<file path="src/rtl/evolved_circuit_evaluator.sv">
// Stimulus/response wrapper for one evolved 4-input LCELL circuit: sweeps all 16 input
// vectors, majority-samples the synchronized output and scores it against a target table.
module evolved_circuit_evaluator #(
  parameter int SETTLE_CYCLES = 4,
  parameter int NUM_SAMPLES   = 4
) (
  input  logic        clk,
  input  logic        rst,
  input  logic        start,
  input  logic [15:0] expected,
  output logic [3:0]  dut_in,
  input  logic        dut_out,
  output logic        busy,
  output logic        done,
  output logic [4:0]  match_count,
  output logic [4:0]  unstable_count,
  output logic [15:0] result_map
);
  localparam int MAX_HOLD = (SETTLE_CYCLES > NUM_SAMPLES) ? SETTLE_CYCLES : NUM_SAMPLES;
  localparam int CNT_W    = $clog2(MAX_HOLD + 1);
  localparam logic [CNT_W-1:0] SETTLE_LAST = CNT_W'(SETTLE_CYCLES - 1);
  localparam logic [CNT_W-1:0] SAMPLE_LAST = CNT_W'(NUM_SAMPLES - 1);
  localparam logic [3:0]       SAMPLES_4   = 4'(NUM_SAMPLES);
  localparam logic [4:0]       SAMPLES_5   = 5'(NUM_SAMPLES);

  generate
    if (SETTLE_CYCLES < 3) begin : g_bad_settle
      $error("SETTLE_CYCLES must be >= 3 to cover the output synchronizer");
    end
    if (NUM_SAMPLES < 1 || NUM_SAMPLES > 15) begin : g_bad_samples
      $error("NUM_SAMPLES must be in 1..15");
    end
  endgenerate

  typedef enum logic [1:0] {IDLE, SETTLE, SAMPLE, DONE} state_t;

  state_t           r_state;
  logic [CNT_W-1:0] r_cnt;
  logic [3:0]       r_ones;
  logic [15:0]      r_exp;
  logic             r_sync1;
  logic             r_sync2;
  logic [3:0]       r_dut_in;
  logic             r_busy;
  logic             r_done;
  logic [4:0]       r_match;
  logic [4:0]       r_unstable;
  logic [15:0]      r_map;

  logic [3:0] w_ones_total;
  logic       w_majority;
  logic       w_unstable;
  logic       w_match;

  // Includes the sample taken in the current cycle, so the last SAMPLE cycle sees the full tally.
  assign w_ones_total = r_ones + {3'b000, r_sync2};
  assign w_majority   = {1'b0, w_ones_total} + {1'b0, w_ones_total} > SAMPLES_5;
  assign w_unstable   = (w_ones_total != 4'd0) && (w_ones_total != SAMPLES_4);
  assign w_match      = (w_majority == r_exp[r_dut_in]);

  always_ff @(posedge clk) begin
    if (rst) begin
      r_state    <= IDLE;
      r_cnt      <= '0;
      r_ones     <= '0;
      r_exp      <= '0;
      r_sync1    <= 1'b0;
      r_sync2    <= 1'b0;
      r_dut_in   <= '0;
      r_busy     <= 1'b0;
      r_done     <= 1'b0;
      r_match    <= '0;
      r_unstable <= '0;
      r_map      <= '0;
    end else begin
      r_sync1 <= dut_out;
      r_sync2 <= r_sync1;
      case (r_state)
        IDLE: begin
          if (start) begin
            r_exp      <= expected;
            r_match    <= '0;
            r_unstable <= '0;
            r_map      <= '0;
            r_dut_in   <= '0;
            r_busy     <= 1'b1;
            r_cnt      <= '0;
            r_ones     <= '0;
            r_state    <= SETTLE;
          end
        end
        SETTLE: begin
          if (r_cnt == SETTLE_LAST) begin
            r_cnt   <= '0;
            r_ones  <= '0;
            r_state <= SAMPLE;
          end else begin
            r_cnt <= r_cnt + 1'b1;
          end
        end
        SAMPLE: begin
          if (r_cnt == SAMPLE_LAST) begin
            r_map[r_dut_in] <= w_majority;
            r_match         <= r_match + {4'b0000, w_match};
            r_unstable      <= r_unstable + {4'b0000, w_unstable};
            r_cnt           <= '0;
            r_ones          <= '0;
            if (r_dut_in == 4'd15) begin
              r_busy  <= 1'b0;
              r_done  <= 1'b1;
              r_state <= DONE;
            end else begin
              r_dut_in <= r_dut_in + 4'd1;
              r_state  <= SETTLE;
            end
          end else begin
            r_ones <= w_ones_total;
            r_cnt  <= r_cnt + 1'b1;
          end
        end
        DONE: begin
          r_done  <= 1'b0;
          r_state <= IDLE;
        end
        default: r_state <= IDLE;
      endcase
    end
  end

  assign dut_in         = r_dut_in;
  assign busy           = r_busy;
  assign done           = r_done;
  assign match_count    = r_match;
  assign unstable_count = r_unstable;
  assign result_map     = r_map;
endmodule

</file>
<file path="config.mk">
export PLATFORM = sky130hd
export DESIGN_NAME = evolved_circuit_evaluator
export DESIGN_NICKNAME = d
export VERILOG_FILES = /design/src/rtl/evolved_circuit_evaluator.sv
export SDC_FILE = /design/constraint.sdc
export NUM_CORES = 1
export LEC_CHECK = 0
export BUFFER_PORTS_ARGS = -buffer_cell sky130_fd_sc_hd__buf_2
export CAP_MARGIN = 20
export CORE_MARGIN = 2
export CORE_UTILIZATION = 50
export CTS_CLUSTER_SIZE = 16
export DETAILED_ROUTE_END_ITERATION = 10
export PLACE_DENSITY = 0.72
export SKIP_CTS_REPAIR_TIMING = 1
export SYNTH_ARGS = -nofsm -noshare
export SYNTH_HDL_FRONTEND = slang
export SYNTH_SLANG_ARGS = --single-unit
export TNS_END_PERCENT = 30
</file>
<file path="constraint.sdc">
create_clock -name clk -period 2.55 [get_ports clk]
set_input_delay 0.255 -clock clk [delete_from_list [all_inputs] [get_ports clk]]
set_output_delay 0.255 -clock clk [all_outputs]
set_load 0.1 [all_outputs]
</file>
* After elaboration in Yosys (flattened, before gate mapping)
Cells that the tools add are included.
** Word-level totals
- Flip-flop bits (word level) :: 59
- Input port bits :: 20
- Logic and storage cells :: 85
** Cells by class
- Add/sub/neg operators :: 6
- Order comparisons :: 3
- Equality and inequality tests :: 12
- Multiplexer cells :: 35
- Reduce and logical (&&, ||, !) cells :: 17
** Operators by type and width (number)
- $mux 16 :: 2
- $pmux 16 s2 :: 1
- $mux 4 :: 5
- $pmux 5 s2 :: 2
- $bwmux 16 :: 1
- $mux 5 :: 3
- $pmux 4 s3 :: 1
- $reduce_and 3->1 :: 4
- $add 5x1->5 :: 2
- $ne 2x2->1 const B :: 5
- $mux 2 :: 4
- $pmux 2 s4 :: 1
- $pmux 4 s2 :: 1
- $reduce_and 4->1 :: 2
- $mux 1 :: 7
- $mux 3 :: 2
- $pmux 3 s2 :: 1
- $reduce_bool 2->1 :: 3
- $add 4x4->5 :: 1
- $gt 5x3->1 const B :: 1
- $lt 4x5->1 const B :: 1
- $add 4x1->4 :: 1
- $add 4x1->4 const B :: 1
- $bmux 1 s4 :: 1
- other kinds (16) :: 20

* Depth between registers and ports, before layout
- Depth after elaboration :: 7
- Gate-level depth with buffers :: 12
- Gate-level depth less buffers :: 12

* Worst setup path before layout
No wires, ideal clock.
- Path type :: register to register
- Start point :: register r_dut_in[0], in the netlist dut_in[0]
- End point :: register r_match[4], in the netlist match_count[4]
- Setup time :: 124 ps
- Data arrival time :: 3410 ps
- Required time :: 2426 ps
- Slack :: -984 ps
- Stages on the path, launching flop included :: 11
- Buffers on the path :: 1
- Clock period less this slack :: 3534 ps
- Cells stage by stage :: dfxtp_1 clkbuf_1 mux4_2 mux4_2 xor2_1 ha_1 ha_1 inv_1 a2111oi_0 xnor2_1 nor2_1
** On the way
- Longest elaborated chain between the ends :: 6
** Ends and longest elaborated chain
- start, declared :: RTL line 43 : logic [3:0] r_dut_in;
- start signal, assigned :: RTL line 113 : r_dut_in <= r_dut_in + 4'd1;
- $bmux 1 s4 :: RTL line 59 : assign w_match = (w_majority == r_exp[r_dut_in]);
- $mux 1 (implied by the code) :: RTL line 59
- $eq 1x1->1 :: RTL line 59
- $add 5x1->5 :: RTL line 104 : r_match <= r_match + {4'b0000, w_match};
- $mux 5 :: RTL line 102 : if (r_cnt == SAMPLE_LAST) begin
- $pmux 5 s2 :: RTL line 78 : case (r_state)
- end signal, assigned :: RTL line 104
- end, declared :: RTL line 46 : logic [4:0] r_match;
No other way between the ends. The select of a mux whose other input is x is not followed.
A chain may end at the register's enable or synchronous reset.

* Final worst setup path
Ends and elaborated chain as after synthesis.

==> results.cfg <==
[sta]
timing.fmax_mhz = 402
setup_viol = 0
relSlewSlack_pct = 51.9
fin_crit_sh_pct = 97.5
fin_setup_tns_ns = 0
clock_skew_ns = 0.00658
hold_viol_final = 0
rsz0062_at_grt = yes
period_minus_slack_ns = 2.49
finalMaxSlewViolations = 0
tightest_slew_ns = 0.701

[route]
remaining_drc_errors = 0
routed_wire_length_per_instance_um = 14.5
postRouteAntennaNets = 0
via_count = 2559
avgViaCountPerCell = 5.60
drt_iter0_markers = 150
drt_first_pass_iters = 4
wirelength_um = 6640

[logic_synthesis]
synth_fp_nets = 368
synth_top_area_share_pct = 41.8
seq_area_frac_synth_pct = 41.8
yosysTopAreaCell = dfxtp_1
yosysWarnings = 0
synth_edf_count = 0
syn_inst = 332
ys_seq_elements = 59
syn-mean-instance-area_um2 = 8.52
synth_ff_type = dfxtp_1
yosys-top-cells-area = dfxtp_1, a21oi_1, ha_1
netlist_area_um2 = 2830
ys_types = 43
ys_async_sr_fraction_pct = 0
synth.most_common_cell = dfxtp_1
synth_common_cells = dfxtp_1, a21oi_1, nand2_1

[global_routing]
grt_pass1_wl_um = 11300
grt-ovfl-total = 0
gr-usage-met1_pct = 30.4
grt_max_degree = 30
grt_antenna_before_repair = 0
grt_util_met2_pct = 36.0
busiest_layer = met2
grt_pass1_vias = 2429
grtUsageMet3_pct = 6.14
track_usage_pct = 23.0

[placed_design]
dp.final_hpwl_um = 4460
place.gp.congestion = 0.811
io_buffers = 51

[floorplan]
die_x_um = 79.2
start_util_pct = 51.7
io_pins = 52
die-area_um2 = 6280
rows = 27
core_um2 = 5470
fp.dieH_um = 79.2

[cts]
clock-sinks = 59
htreeDepth = 3
path_clk_slew_ns = 0.07
cts_tree = yes
numCtsBuffers = 9
clk_latency_ns = 0.34
cts-root-buf = clkbuf_8
clock_tree.buffer_depth = 2

[run_status]
status = completed

[critical_path]
crit_top_cell = mux4_2
path_class = flip-flop to flip-flop
r2r-start = dut_in[0]
cp-end-kind = flip-flop
r2r_setup_slack_ns = 0.06
r2r_cells = 9
path_buf_inv = 1
crit_path_max_incr_delay_ns = 0.50
cp.required_ns = 2.77
cp_top_family = multiplexers
path_cells = mux4_2 -> mux4_2 -> xor2_1 -> ha_2 -> ha_1 -> inv_2 -> a2111oi_4 -> xnor2_1 -> nor2_1
cp.arrival_ns = 2.70
slowest_stage = mux4_2
reg2reg_to = match_count[4]
cp_max_fo = 6
start_kind = flip-flop

[worst_hold_path]
hp-start = dut_out
whs_path_depth = 2
hold_end = r_sync1
hp-class = input port to flip-flop

[pwr]
total_power_uw = 2670
p_per_area_nw_per_um2 = 788
irDropWorstVdd_v = 0.000430
leakage_uw = 0.00137

[final_layout]
drive_above_1_share_pct = 22.6
antenna_cells = 0
nets = 416
area_delta_synth_final_pct = 19.6

[flow_run]
maxCapViolations = 0
worst max-delay path by stage:
stage	depth (start not counted)	from	endpoint	slack, ns
6_report	9	dut_in[0]	match_count[4]	0.06
5_1_grt	9	dut_in[0]	match_count[4]	-0.08
4_1_cts	9	dut_in[0]	match_count[4]	0.03
3_5_place_dp	9	dut_in[0]	match_count[4]	0.05
3_3_place_gp	9	dut_in[0]	match_count[4]	0.10
2_1_floorplan	10	dut_in[0]	match_count[4]	-0.21
through the flow:
step | setup WS [ns] | cells | area [µm²] | util [%] | hold slack [ns]
6_report | 0.0646 | 457 | 3380 | 61.8 | 0.123
2_1_floorplan | -0.214 | 332 | 2850 | - | 0.383
3_5_place_dp | 0.0453 | 441 | 3170 | 57.8 | 0.428
4_1_cts | 0.0325 | 457 | 3370 | 61.6 | 0.118
3_3_place_gp | 0.101 | 441 | 3170 | 57.8 | 0.428
5_1_grt | -0.0801 | 457 | 3380 | 61.8 | 0.143
metal layers:
metal,wire [µm],up-vias
met2,2980,56
met1,3220,1205
met3,344,9
met4,95,0
met5,0,-
li1,-,1289
state kept, by name (all words and copies together) (netlist names):
name / flops
dut_in: 4
unstable_count: 5
r_ones: 4
result_map: 16
r_sync1: 1
r_sync2: 1
r_cnt: 3
r_exp: 16
done: 1
match_count: 5
busy: 1
r_state: 2
cell type report:
type / count / area [µm²]
Sequential cell: 59 / 1190
Fill cell: 522 / 2090
Clock buffer: 12 / 155
Inverter: 10 / 37.5
Multi-Input combinational cell: 242 / 1540
Tap cell: 72 / 90.1
Timing Repair Buffer: 58 / 320
Clock inverter: 4 / 48.8
where the power goes:
group | switching (µW) | total, µW | internal (µW)
registers | 54.4 | 1050 | 995
logic | 485 | 743 | 258
clock network | 370 | 873 | 503
cells by family (layout without fill, tap and decap cells):
| family | Yosys count | after routing | synth area share [%] |
|---|---|---|---|
| AO/OA/AOI/OAI | 114 | 114 | 23.5 |
| XOR/XNOR | 6 | 6 | 1.86 |
| adder cells (fa/ha/maj) | 16 | 16 | 7.08 |
| buffers and inverters | 31 | 84 | 4.42 |
| flip-flops | 59 | 59 | 41.8 |
| multiplexers | 6 | 6 | 4.33 |
| AND/OR/NAND/NOR | 100 | 100 | 17.1 |
cells in the final DEF (no fill, tap or decap), types with 6 or more instances in the layout:
cell type and instances:
a21oi_1 51, buf_2 51, buf_4 6, clkbuf_8 11, dfxtp_1 57, ha_1 15
inv_1 8, nand2_1 42, nand2b_1 7, nand3_1 11, nor2_1 16, o21ai_0 24
o22ai_1 12
No activity file was read; power rests on OpenSTA's default activity.
